`src/rtl/rx_deframer.sv`:
```
// Serial frame receiver: start bit, 8-bit header, DATA_W payload bits, stop bit.
// Optional even-parity bit after the payload when RX_PARITY_CHK_EN is defined.
module rx_deframer #(
  parameter int         DATA_W = 24,
  parameter logic [3:0] SYNC   = 4'hA
) (
  input  logic              clk,
  input  logic              rst_n,
  input  logic              rx,
  output logic [DATA_W-1:0] data_out,
  output logic [1:0]        ch_id,
  output logic              rx_valid,
  output logic              frame_err,
  output logic [15:0]       pkt_cnt,
  output logic [15:0]       err_cnt,
  output logic              busy,
  output logic [2:0]        o_dbg_state
);

  localparam int CNT_W = $clog2((DATA_W > 8) ? DATA_W : 8) + 1;

  typedef enum logic [2:0] {
    ST_IDLE = 3'd0,
    ST_HDR  = 3'd1,
    ST_DATA = 3'd2,
`ifdef RX_PARITY_CHK_EN
    ST_PAR  = 3'd3,
`endif
    ST_STOP = 3'd4,
    ST_HUNT = 3'd5
  } state_t;

  state_t              r_state;
  state_t              w_next;
  logic [CNT_W-1:0]    r_bit_cnt;
  logic [6:0]          r_hdr;
  logic [1:0]          r_ch_stage;
  logic [DATA_W-1:0]   r_shift;
  logic [DATA_W-1:0]   r_data;
  logic [1:0]          r_ch;
  logic                r_rx_valid;
  logic                r_frame_err;
  logic [15:0]         r_pkt_cnt;
  logic [15:0]         r_err_cnt;
  logic [7:0]          w_hdr_word;
  logic                w_good;
  logic                w_err;
  logic                w_par_bad;

`ifdef RX_PARITY_CHK_EN
  logic                r_par;
  logic                r_par_err;
  assign w_par_bad = r_par_err;
`else
  assign w_par_bad = 1'b0;
`endif

  // The 8th header bit is checked as it arrives, so the header word includes rx.
  assign w_hdr_word = {r_hdr, rx};

  always_comb begin
    w_next = r_state;
    w_good = 1'b0;
    w_err  = 1'b0;
    case (r_state)
      ST_IDLE: if (!rx) w_next = ST_HDR;
      ST_HDR: begin
        if (r_bit_cnt == CNT_W'(7)) begin
          if ((w_hdr_word[7:4] != SYNC) || (w_hdr_word[3:2] == 2'b11)) begin
            w_err  = 1'b1;
            w_next = ST_HUNT;
          end else begin
            w_next = ST_DATA;
          end
        end
      end
      ST_DATA: begin
        if (r_bit_cnt == CNT_W'(DATA_W - 1)) begin
`ifdef RX_PARITY_CHK_EN
          w_next = ST_PAR;
`else
          w_next = ST_STOP;
`endif
        end
      end
`ifdef RX_PARITY_CHK_EN
      ST_PAR: w_next = ST_STOP;
`endif
      ST_STOP: begin
        if (rx && !w_par_bad) begin
          w_good = 1'b1;
          w_next = ST_IDLE;
        end else begin
          w_err  = 1'b1;
          w_next = ST_HUNT;
        end
      end
      ST_HUNT: if (rx) w_next = ST_IDLE;
      default: w_next = ST_IDLE;
    endcase
  end

  always_ff @(posedge clk or negedge rst_n) begin
    if (!rst_n) r_state <= ST_IDLE;
    else        r_state <= w_next;
  end

  always_ff @(posedge clk or negedge rst_n) begin
    if (!rst_n) begin
      r_bit_cnt  <= '0;
      r_hdr      <= '0;
      r_ch_stage <= '0;
      r_shift    <= '0;
`ifdef RX_PARITY_CHK_EN
      r_par      <= 1'b0;
      r_par_err  <= 1'b0;
`endif
    end else begin
      if (w_next != r_state) r_bit_cnt <= '0;
      else if ((r_state == ST_HDR) || (r_state == ST_DATA)) r_bit_cnt <= r_bit_cnt + CNT_W'(1);
      case (r_state)
        ST_HDR: begin
          r_hdr <= w_hdr_word[6:0];
          if (r_bit_cnt == CNT_W'(7)) r_ch_stage <= w_hdr_word[3:2];
`ifdef RX_PARITY_CHK_EN
          r_par <= r_par ^ rx;
`endif
        end
        ST_DATA: begin
          r_shift <= {r_shift[DATA_W-2:0], rx};
`ifdef RX_PARITY_CHK_EN
          r_par <= r_par ^ rx;
`endif
        end
`ifdef RX_PARITY_CHK_EN
        ST_IDLE: begin
          r_par     <= 1'b0;
          r_par_err <= 1'b0;
        end
        ST_PAR: r_par_err <= r_par ^ rx;
`endif
        default: ;
      endcase
    end
  end

  // Outputs are registered: results appear the cycle after the deciding sample.
  always_ff @(posedge clk or negedge rst_n) begin
    if (!rst_n) begin
      r_data      <= '0;
      r_ch        <= '0;
      r_rx_valid  <= 1'b0;
      r_frame_err <= 1'b0;
      r_pkt_cnt   <= '0;
      r_err_cnt   <= '0;
    end else begin
      r_rx_valid  <= w_good;
      r_frame_err <= w_err;
      if (w_good) begin
        r_data <= r_shift;
        r_ch   <= r_ch_stage;
        if (r_pkt_cnt != 16'hFFFF) r_pkt_cnt <= r_pkt_cnt + 16'd1;
      end
      if (w_err && (r_err_cnt != 16'hFFFF)) r_err_cnt <= r_err_cnt + 16'd1;
    end
  end

  assign data_out    = r_data;
  assign ch_id       = r_ch;
  assign rx_valid    = r_rx_valid;
  assign frame_err   = r_frame_err;
  assign pkt_cnt     = r_pkt_cnt;
  assign err_cnt     = r_err_cnt;
  assign busy        = (r_state != ST_IDLE);
  assign o_dbg_state = r_state;

endmodule

```
`config.mk`:
```
export PLATFORM = sky130hd
export DESIGN_NAME = rx_deframer
export DESIGN_NICKNAME = d
export VERILOG_FILES = /design/src/rtl/rx_deframer.sv
export SDC_FILE = /design/constraint.sdc
export NUM_CORES = 1
export LEC_CHECK = 0
export CAP_MARGIN = 30
export CORE_MARGIN = 2
export CORE_UTILIZATION = 56
export CTS_BUF_LIST = sky130_fd_sc_hd__clkbuf_8
export CTS_CLUSTER_DIAMETER = 150
export DETAILED_ROUTE_END_ITERATION = 12
export GPL_TIMING_DRIVEN = 0
export PLACE_DENSITY = 0.82
export SLEW_MARGIN = 40
export SYNTH_ARGS = -nofsm -noshare
export SYNTH_HDL_FRONTEND = slang
export SYNTH_SLANG_ARGS = --single-unit
```
`constraint.sdc`:
```
create_clock -name clk -period 2.4 [get_ports clk]
set_input_delay 0.24 -clock clk [delete_from_list [all_inputs] [get_ports clk]]
set_output_delay 0.24 -clock clk [all_outputs]
set_load 0.01 [all_outputs]
```
## Word-level counts from Yosys, hierarchy flattened

Cells that the tools add are included.

| word-level totals | value |
|---|---|
| register bits | 102 |
| input bits | 3 |
| output and inout bits | 64 |
| logic and storage cells | 48 |

| operators by class | value |
|---|---|
| $add $sub $neg | 3 |
| equality and inequality tests | 11 |
| multiplexer cells | 15 |
| reductions and logical operators | 8 |

Operator list:

| cell | number |
|---|---|
| adder 16 x 1 -> 16 bit (second input constant) | 2 |
| != test 16 bit (second input constant) | 2 |
| 2-to-1 mux 3 bit | 6 |
| case mux 3 bit (5 select lines) | 1 |
| 2-to-1 mux 6 bit | 2 |
| adder 6 x 1 -> 6 bit (second input constant) | 1 |
| == test 3 bit (second input constant) | 2 |
| == test 6 x 3 -> 1 bit (second input constant) | 1 |
| == test 6 x 5 -> 1 bit (second input constant) | 1 |
| 2-to-1 mux 1 bit | 5 |
| != test 4 bit (second input constant) | 1 |
| AND reduction 2 bit | 2 |
| == test 3 x 1 -> 1 bit (second input constant) | 1 |
| == test 3 x 2 -> 1 bit (second input constant) | 1 |
| zero test 3 bit | 1 |
| != test 3 bit | 1 |
| nonzero test 3 bit | 1 |
| == test 2 bit (second input constant) | 1 |
| logical OR 1 bit | 2 |
| case mux 1 bit (2 select lines) | 1 |
| nonzero test 2 bit | 1 |
| logical AND 1 bit | 1 |

## Longest topological paths before layout

Gate-level depths: netlist of the first run.

| logic depth | value |
|---|---|
| word-level depth | 7 |
| gate-level depth with buffers | 7 |
| depth with buffers taken out | 6 |

## Least setup slack after synthesis of the first run

OpenSTA, ideal clock, no wires.

| timing path | value |
|---|---|
| path type | reg2reg |
| start | reg r_bit_cnt[0] |
| end | reg r_err_cnt[8] (netlist: err_cnt[8]) |
| setup time | 0.079 ns |
| arrival | 2.062 ns |
| required time | 2.321 ns |
| setup slack | 0.258 ns |
| stages on the path, launching flop included | 8 |
| path buffers | 1 |
| period minus slack after synthesis | 2.142 ns |
| path through | dfrtp_1 ha_1 nand4bb_4 or4_4 o22a_4 buf_6 nor4_2 xor2_1 |

| between the ends | value |
|---|---|
| cells in the longest elaborated chain, start to end | 4 |

Ends and longest elaborated chain:

| what | line | source |
|---|---|---|
| start: declaration | 35 | `logic [CNT_W-1:0] r_bit_cnt;` |
| start signal: assignment | 120 | `else if ((r_state == ST_HDR) \|\| (r_state == ST_DATA)) r_bit_cnt <= r_bit_cnt + CNT_W'(1);` |
| == test 6 x 3 -> 1 bit | 68 | `if (r_bit_cnt == CNT_W'(7)) begin` |
| 2-to-1 mux 1 bit | 68 |  |
| case mux 1 bit (2 select lines) | 65 | `case (r_state)` |
| logical AND 1 bit | 164 | `if (w_err && (r_err_cnt != 16'hFFFF)) r_err_cnt <= r_err_cnt + 16'd1;` |
| end signal: assignment | 164 |  |
| end: declaration | 44 | `logic [15:0] r_err_cnt;` |

No other way between the ends.
A chain may end at the register's enable or synchronous reset.

## Worst setup path in the final report of the first run

| timing path | value |
|---|---|
| start | reg r_bit_cnt[0] |
| end | reg r_err_cnt[13] (netlist: err_cnt[13]) |

The elaborated chain is that of the path after synthesis.

==> metrics.yaml, run 1 <==
outcome: "complete, no violations"
fin_crit_sh_pct: 95.0
slew_headroom_pct: 53.3
drive_above_1_share_pct: 25.0
ir_worst_vdd_mv: 0.545
synth_area_leader_cell: "dfrtp_1"
clk_latency_ps: 370
synth_area_leaders: "dfrtp_1 (58%), mux2_2 (16%), xor2_1 (3.8%), xnor2_1 (3.2%), nand2_1 (2.0%)"
syn_to_final_growth_pct: 24.5
max_cap_violations: 0
dr_wl_met2_mm: 3.82
fillers: 544
cp-start-kind: "flip-flop"
synth_most_common_cell: "dfrtp_1"
crit_fanout: 10
post_drt_wl_per_cell_um: 15.1
fp.dieW_um: 92.3
synth_top_area_share_pct: 58.5
path_clk_slew_ps: 100
power_density_nw_per_um2: 787
cts_root_buf: "clkbuf_8"
synth_edf_count: 0
final.min_clock_period_ps: 2280
min-delay-path-class: "input pin to asynchronous set/reset pin"
dp_slack_ps: -473
netlist_area_um2: 4360
yosys-top-cells-count: "dfrtp_1 (102), mux2_2 (62), nand2_1 (23)"
finClkSkew_ps: 7.02
cts_buffers: 9
cp.required_ps: 2690
wirelength_mm: 7.89
grt_pass1_wl_mm: 13.6
die_area_um2: 8520
antenna_left: 0
num_rows: 32
vias: 2829
finalSetupViolCount: 0
numPortBuffers: 66
yosysUniqueCellTypes: 41
route.layer.met1.wl_mm: 3.51
end_kind: "flip-flop"
drt_pass1_iterations: 4
slew_violations: 0
io-pin-count: 67
hold_violations: 0
tritoncts: "yes"
synth_seq_cells: 102
grt_max_degree: 70
async_reset_ff_share_pct: 100
worstReg2RegStart: "r_bit_cnt[0]"
core-area_um2: 7650
p_leak_uw: 0.00240
cp.arrival_ps: 2570
fin_ws_ps: 121
fin_area_um2: 5430
setup.worst_path.start: "r_bit_cnt[0]"
antenna_found_initial: 0
worst_slew_pin_slew_ps: 699
start_util_pct: 57.1
gp_congestion: 0.784
path_class: "flip-flop to flip-flop"
place_area_um2: 5190
avgSynthCellArea_um2: 13.1
grt_usage_pct: 20.4
diodes: 0
final_nets: 421
max_freq_mhz: 439
syn_nets: 339
whs_ps: 317
dp_hpwl_mm: 5.55
synth_ff_type: "dfrtp_1"
die_y_um: 92.3
grt_pass1_vias: 2811
clockBufferDepth: 2
wl_met3_um: 440
drc: 0
numClockSinks: 102
drt_iter0_markers: 138
syn_inst: 333
grt_overflow_total: 0
synth-seq-area-share_pct: 58.5
top_layer_used: "met4"
via_per_inst: 5.42
yosys_warnings: 0
h-tree-depth: 3
per-layer routing:
layer,track usage (%),vias to the layer above
met5,0,-
met4,7.09,0
met3,5.75,10
met2,31.1,54
met1,28.3,1426
li1,-,1339
final timing paths:
path,to,slack [ps],cells after the start
max in group asynchronous,r_shift[21],1480,3
worst max register to register,err_cnt[13],120,7
worst max-delay path,err_cnt[13],120,7
min in group clk,err_cnt[6],500,1
worst min-delay path,pkt_cnt[10],320,2
worst min register to register,err_cnt[6],500,1
flip-flops by register name, summed over array words and instances (netlist names):
register / count
r_hdr: 7
r_bit_cnt: 6
r_ch_stage: 2
ch_id: 2
rx_valid: 1
frame_err: 1
data_out: 24
pkt_cnt: 16
err_cnt: 16
o_dbg_state: 3
r_shift: 24
critical path: stages (launching register included):
cell and delay [ps]:
dfrtp_1 400, ha_4 170, nand4bb_4 160, or4_4 560, o22a_4 270, buf_6 160
nor4_2 290, xor2_1 180
power breakdown:
group	total [uW]	switching, uW	leakage [uW]	internal [uW]
Sequential	2120	187	0.00133	1940
Clock	1000	616	0.0000760	387
Combinational	1150	544	0.000999	604
layout by cell type (no fill, tap or decap), types with 2 or more instances in the layout:
cell,count
xnor2_1,16
xor2_1,19
buf_4,4
nand3_1,14
clkdlybuf4s50_1,65
clkbuf_1,2
o21ai_0,6
inv_1,4
clkbuf_2,5
buf_6,2
nor4_2,3
ha_1,2
nand4_1,7
nor3_1,11
nand2_1,23
nor2_1,17
clkbuf_8,10
nand2b_1,2
mux2_2,62
or3_1,3
nor4_1,4
a21oi_1,2
clkinvlp_4,5
and3_1,3
dfrtp_1,102
layout make-up:
class	count	area, um^2	area share, %
clock inverters	7	57.6	1.06
clock buffers	9	124	2.28
well taps	102	128	2.35
inverters	4	15.0	0.276
plain buffers	12	81.3	1.50
flip-flops and latches	102	2550	47.0
repair buffers	71	726	13.4
multi-input cells	215	1750	32.2
timing repair:
| item | in CTS | in global routing |
|---|---|---|
| setup endpoints to repair | 38 | 52 |
| endpoints found under the hold margin | 33 | 0 |
| pin swaps | 0 | 2 |
| hold buffers | 1 | 0 |
| cloned | 0 | 0 |
| buffers inserted | 0 | 3 |
| gates resized for setup | 3 | 9 |
cell families after synthesis:
group / Yosys count / synth area share, %
adder cells (fa/ha/maj): 3 / 0.860
flip-flops: 102 / 58.5
buffers and inverters: 16 / 2.06
XOR/XNOR: 35 / 7.02
AO/OA/AOI/OAI: 16 / 2.75
multiplexers: 62 / 16.0
AND/OR/NAND/NOR: 99 / 12.8
metrics by stage:
stage	instances	setup TNS, ps	total power, uW	util [%]
2_1_floorplan	333	0	2850	-
3_3_place_gp	501	-272770	3200	67.4
3_5_place_dp	502	-10680	3260	67.8
4_1_cts	519	0	4260	70.4
5_1_grt	522	-4.67	4540	71.0
6_report	522	0	4270	71.0
Power figures use the tool's default switching activity.
==> inputs of run 2 (changes only) <==
==> constraint.sdc (replaced) <==
create_clock -name clk -period 2.4 [get_ports clk]
set_input_delay 0.48 -clock clk [delete_from_list [all_inputs] [get_ports clk]]
set_output_delay 0.48 -clock clk [all_outputs]
set_load 0.01 [all_outputs]
==> metrics.yaml, run 2 (synthesis gave the netlist of run 1 again) <==
fin_total_pwr_uw: 4270  # about the same
worst_slew_pin_slew_ps: 684  # -15.3 ps
syn_to_final_growth_pct: 25.0
hold_violations: 0  # unchanged
grt_pass1_wl_mm: 13.7  # about the same
grt_overflow_total: 0  # unchanged
post-route-util_pct: 71.4  # +0.33 points
dp_cells: 502  # unchanged
path_class: "flip-flop to flip-flop"
vias: 2853  # +0.85%
finalSetupViolCount: 0  # unchanged
gp_congestion: 0.784  # unchanged
drt_iter0_markers: 135  # -2.2%
h-tree-depth: 3  # unchanged
final_cells: 524  # +0.38%
setup_tns_ps: 0  # unchanged
end_kind: "flip-flop"
antenna_found_initial: 0  # unchanged
drive_above_1_share_pct: 25.8  # +0.83 points
wirelength_mm: 7.90  # +0.11%
tritoncts: "yes"
antenna_left: 0  # unchanged
io-pin-count: 67  # unchanged
via_per_inst: 5.44  # +0.46%
min-delay-path-class: "flip-flop to flip-flop"
cts_root_buf: "clkbuf_8"
max_freq_mhz: 439  # +0.15%
whs_ps: 505  # +187 ps
die_area_um2: 8520  # unchanged
crit_fanout: 10  # unchanged
start_util_pct: 57.1  # unchanged
layout_commonest_cell: "dfrtp_1"
num_rows: 32  # unchanged
finClkSkew_ps: 7.00  # -0.0170 ps
grt_usage_pct: 20.4  # about the same
fin_crit_sh_pct: 94.8  # -0.14 points
numPortBuffers: 66  # unchanged
final_nets: 423  # +0.48%
cp.arrival_ps: 2560  # about the same
p_leak_uw: 0.00242  # +0.73%
slew_violations: 0  # unchanged
drc: 0  # unchanged
post_drt_wl_per_cell_um: 15.1  # -0.27%
numClockSinks: 102  # unchanged
slew_headroom_pct: 54.3  # +1.0 points
cp-start-kind: "flip-flop"
clockBufferDepth: 2  # unchanged
path_clk_slew_ps: 100  # about the same
cts_buffers: 9  # unchanged
final_cell_mix: "dfrtp_1 (102), clkdlybuf4s50_1 (64), mux2_2 (62)"
dp_hpwl_mm: 5.55  # unchanged
core-area_um2: 7650  # unchanged
diodes: 0  # unchanged
power_density_nw_per_um2: 783  # -0.41%
cp.required_ps: 2690  # about the same
clk_latency_ps: 360  # about the same
fp.dieW_um: 92.3  # unchanged
grt_max_degree: 70  # unchanged
r2r_slack_ps: 120  # about the same
max_cap_violations: 0  # unchanged
outcome: "complete, no violations"
drt_pass1_iterations: 4  # unchanged
die_y_um: 92.3  # unchanged
final.min_clock_period_ps: 2280  # -3.48 ps
grt_pass1_vias: 2812  # +0.036%
ir_worst_vdd_mv: 0.545  # about the same
run 2: changes by cell type in the layout (fill, tap and decap cells not counted):
cell / delta
buf_2: +2
buf_4: +2
clkbuf_1: -1
clkbuf_2: -1
clkdlybuf4s50_1: -1
dlymetal6s2s_1: +1
nor4bb_1: -1
nor4bb_2: +1
run 2: worst paths after layout:
kind	startpoint	end	cells past startpoint
min in group asynchronous	rst_n	pkt_cnt[10]	2
min	err_cnt[6]	err_cnt[6]	1
max	r_bit_cnt[0]	err_cnt[13]	7
min reg2reg	err_cnt[6]	err_cnt[6]	1
max reg2reg	r_bit_cnt[0]	err_cnt[13]	7
max in group asynchronous	rst_n	r_shift[21]	3
run 2: per-layer routing:
layer,vias to the layer above,share of wire [%],global-route usage (%)
li1,1345,-,-
met1,1446,45,28.3
met2,52,49,31.1
met3,10,4.6,5.75
met4,0,1.6,7.09
met5,-,0,0
run 2: worst max-delay path, cell delays in order, from the launching register on:
cell and delay (ps):
dfrtp_1 400, ha_4 170, nand4bb_4 160, or4_4 560, o22a_4 270, buf_6 160, nor4_2 290, xor2_1 180
run 2: layout make-up:
cell class              instances  area (um^2)
flip-flops and latches        102         2550
fillers                       542         2190
multi-input cells             215         1750
repair buffers                 73          743
well taps                     102          128
clock buffers                   9          124
plain buffers                  12         82.6
clock inverters                 7         57.6
inverters                       4         15.0
run 2: power by group:
part	internal, uW	switching (uW)
logic	606	544
clock network	387	616
registers	1940	186
run 2: stage by stage:
stage                     setup slack (ps)  area (um^2)
after CTS                             6.27         5390
final                                  125         5460
after floorplan                        258         4360
after detailed placement              -713         5190
after global routing                 -6.00         5460
after global placement               -2830         5150
run 2: timing repair:
item / CTS / global route
hold buffers: 1 / 0
resized for setup: 5 / 11
hold endpoints to repair: 33 / 0
setup buffers: 0 / 5
pin swaps: 0 / 2
setup endpoints to repair: 45 / 56
==> inputs of run 3 (changes only) <==
--- a/config.mk
+++ b/config.mk
@@ -7,12 +7,12 @@
 export LEC_CHECK = 0
 export CAP_MARGIN = 30
 export CORE_MARGIN = 2
-export CORE_UTILIZATION = 56
-export CTS_BUF_LIST = sky130_fd_sc_hd__clkbuf_8
+export CORE_UTILIZATION = 45
+export CTS_BUF_LIST = sky130_fd_sc_hd__clkbuf_16
 export CTS_CLUSTER_DIAMETER = 150
 export DETAILED_ROUTE_END_ITERATION = 12
 export GPL_TIMING_DRIVEN = 0
-export PLACE_DENSITY = 0.82
+export PLACE_DENSITY = 0.69
 export SLEW_MARGIN = 40
 export SYNTH_ARGS = -nofsm -noshare
 export SYNTH_HDL_FRONTEND = slang
==> metrics.yaml, run 3 (synthesis gave the netlist of run 1 again) <==
grt_max_degree: 60  # -14%
drt_iter0_markers: 92  # -32%
via_per_inst: 5.16  # -5.2%
clk_latency_ps: 340  # -20 ps
drc: 0  # unchanged
crit_path_max_incr_delay_ps: 490  # -70 ps
outcome: "complete, no violations"
grt_pass1_wl_mm: 14.0  # +2.9%
start_util_pct: 46.8  # -10 points
die_area_um2: 10500  # +23%
critPathBufInv: 2  # +1
place_area_um2: 5220  # +0.65%
fin_ws_ps: 30.8  # -93.8 ps
min-delay-path-class: "input pin to asynchronous set/reset pin"
finalSetupViolCount: 0  # unchanged
grt_pass1_vias: 2824  # +0.43%
cts_root_buf: "clkbuf_16"
fin_area_um2: 5580  # +2.3%
slew_violations: 0  # unchanged
dp_hpwl_mm: 5.51  # -0.82%
final_nets: 418  # -1.2%
whs_ps: 22.5  # -482 ps
clockBufferDepth: 2  # unchanged
fp.dieW_um: 102  # +11%
drt_pass1_iterations: 4  # unchanged
num_rows: 35  # +9.4%
crit_fanout: 10  # unchanged
cp.required_ps: 1920  # -770 ps
setup_tns_ps: 0  # unchanged
max_cap_violations: 0  # unchanged
crit_chain: "clkbuf_2 -> or3_1 -> clkdlybuf4s50_1"
h-tree-depth: 3  # unchanged
layout_commonest_cell: "dfrtp_1"
path_class: "flip-flop to output pin"
syn_to_final_growth_pct: 27.9
ir_worst_vdd_mv: 0.410  # -25%
fillers: 776  # +43%
p_leak_uw: 0.00248  # +2.2%
power_density_nw_per_um2: 854  # +9.0%
post_drt_wl_per_cell_um: 15.3  # +1.5%
diodes: 0  # unchanged
final_cell_mix: "dfrtp_1 (102), clkdlybuf4s50_1 (65), mux2_2 (62)"
dp_cells: 529  # +5.4%
fin_crit_sh_pct: 98.7  # +3.9 points
regArea_um2: 2550  # unchanged
slew_headroom_pct: 46.9  # -7.4 points
core-area_um2: 9330  # +22%
wirelength_mm: 8.34  # +5.6%
finClkSkew_ps: 6.73  # -0.271 ps
gp_congestion: 0.799  # +1.8%
multi_input_area_um2: 1760  # +0.29%
die_y_um: 102  # +11%
io-pin-count: 67  # unchanged
dp_slack_ps: -704  # +8.99 ps
grt_usage_pct: 17.5  # -2.9 points
antenna_found_initial: 0  # unchanged
end_kind: "output pin"
hold_violations: 0  # unchanged
critPathSlowestCell: "clkdlybuf4s50_1"
cp-start-kind: "flip-flop"
antenna_left: 0  # unchanged
critPathTopFamily: "buffers and inverters"
cp.arrival_ps: 1890  # -670 ps
worst_slew_pin_slew_ps: 794  # +110 ps
vias: 2814  # -1.4%
final_cells: 545  # +4.0%
tritoncts: "yes"
cts_hold_buf: 0  # -1
drive_above_1_share_pct: 24.8  # -1.1 points
cts_buffers: 9  # unchanged
numPortBuffers: 66  # unchanged
path_clk_slew_ps: 70  # -30 ps
numClockSinks: 102  # unchanged
final.min_clock_period_ps: 2370  # +93.8 ps
grt_overflow_total: 0  # unchanged
max_freq_mhz: 422  # -4.0%
[run 3: cell count changes in the layout (fill, tap and decap cells not counted), moves of 2 or more]
cell / delta
clkbuf_16: +9
clkbuf_8: -9
bufinv_16: +2
inv_1: +2
buf_4: -4
clkinvlp_4: -5
[run 3: stage by stage]
step	utilization (%)	power (uW)
6_report	59.8	4770
5_1_grt	59.8	5030
4_1_cts	59.3	4800
3_5_place_dp	56.0	3260
3_3_place_gp	55.6	3220
2_1_floorplan	-	2850
[run 3: per-layer routing]
layer / wire [um] / global-route usage [%] / vias to the layer above
met3: 338 / 4.92 / 9
li1: - / - / 1332
met2: 3920 / 25.8 / 47
met1: 3960 / 24.4 / 1426
met5: 0 / 0 / -
met4: 131 / 7.08 / 0
[run 3: worst paths after layout]
kind / endpoint / from / slack [ps] / cells after the start
worst max-delay path: busy / o_dbg_state[1] / 30 / 3
worst min-delay path: r_shift[10] / rst_n / 20 / 1
worst max register to register: err_cnt[11] / r_bit_cnt[0] / 100 / 7
worst min register to register: pkt_cnt[5] / pkt_cnt[5] / 490 / 1
max in group asynchronous: r_bit_cnt[4] / rst_n / 1780 / 2
min in group clk: pkt_cnt[5] / pkt_cnt[5] / 490 / 1
[run 3: final cells by class]
cell class	instances	area share, %
Tap cell	129	2.89
Inverter	4	0.269
Clock inverter	6	1.43
Multi-Input combinational cell	215	31.5
Sequential cell	102	45.7
Clock buffer	9	4.04
Buffer	12	1.55
Timing Repair Buffer	68	12.6
[run 3: what timing repair did]
item	in CTS	in global routing
setup endpoints to repair	28	57
setup buffers	0	1
resized for setup	4	16
[run 3: where the power goes]
part / leakage (uW) / switching (uW) / internal (uW) / total [uW]
clock: 0.000156 / 615 / 899 / 1510
combinational: 0.000991 / 543 / 583 / 1130
sequential: 0.00133 / 188 / 1940 / 2130
total: 0.00248 / 1350 / 3420 / 4770
[run 3: worst register-to-register path, cell delays in order, from the launching register on]
cell,delay (ps)
dfrtp_1,380
ha_2,230
nand4bb_4,160
or4_4,540
o22a_4,270
buf_6,170
nor4_2,290
xor2_1,180
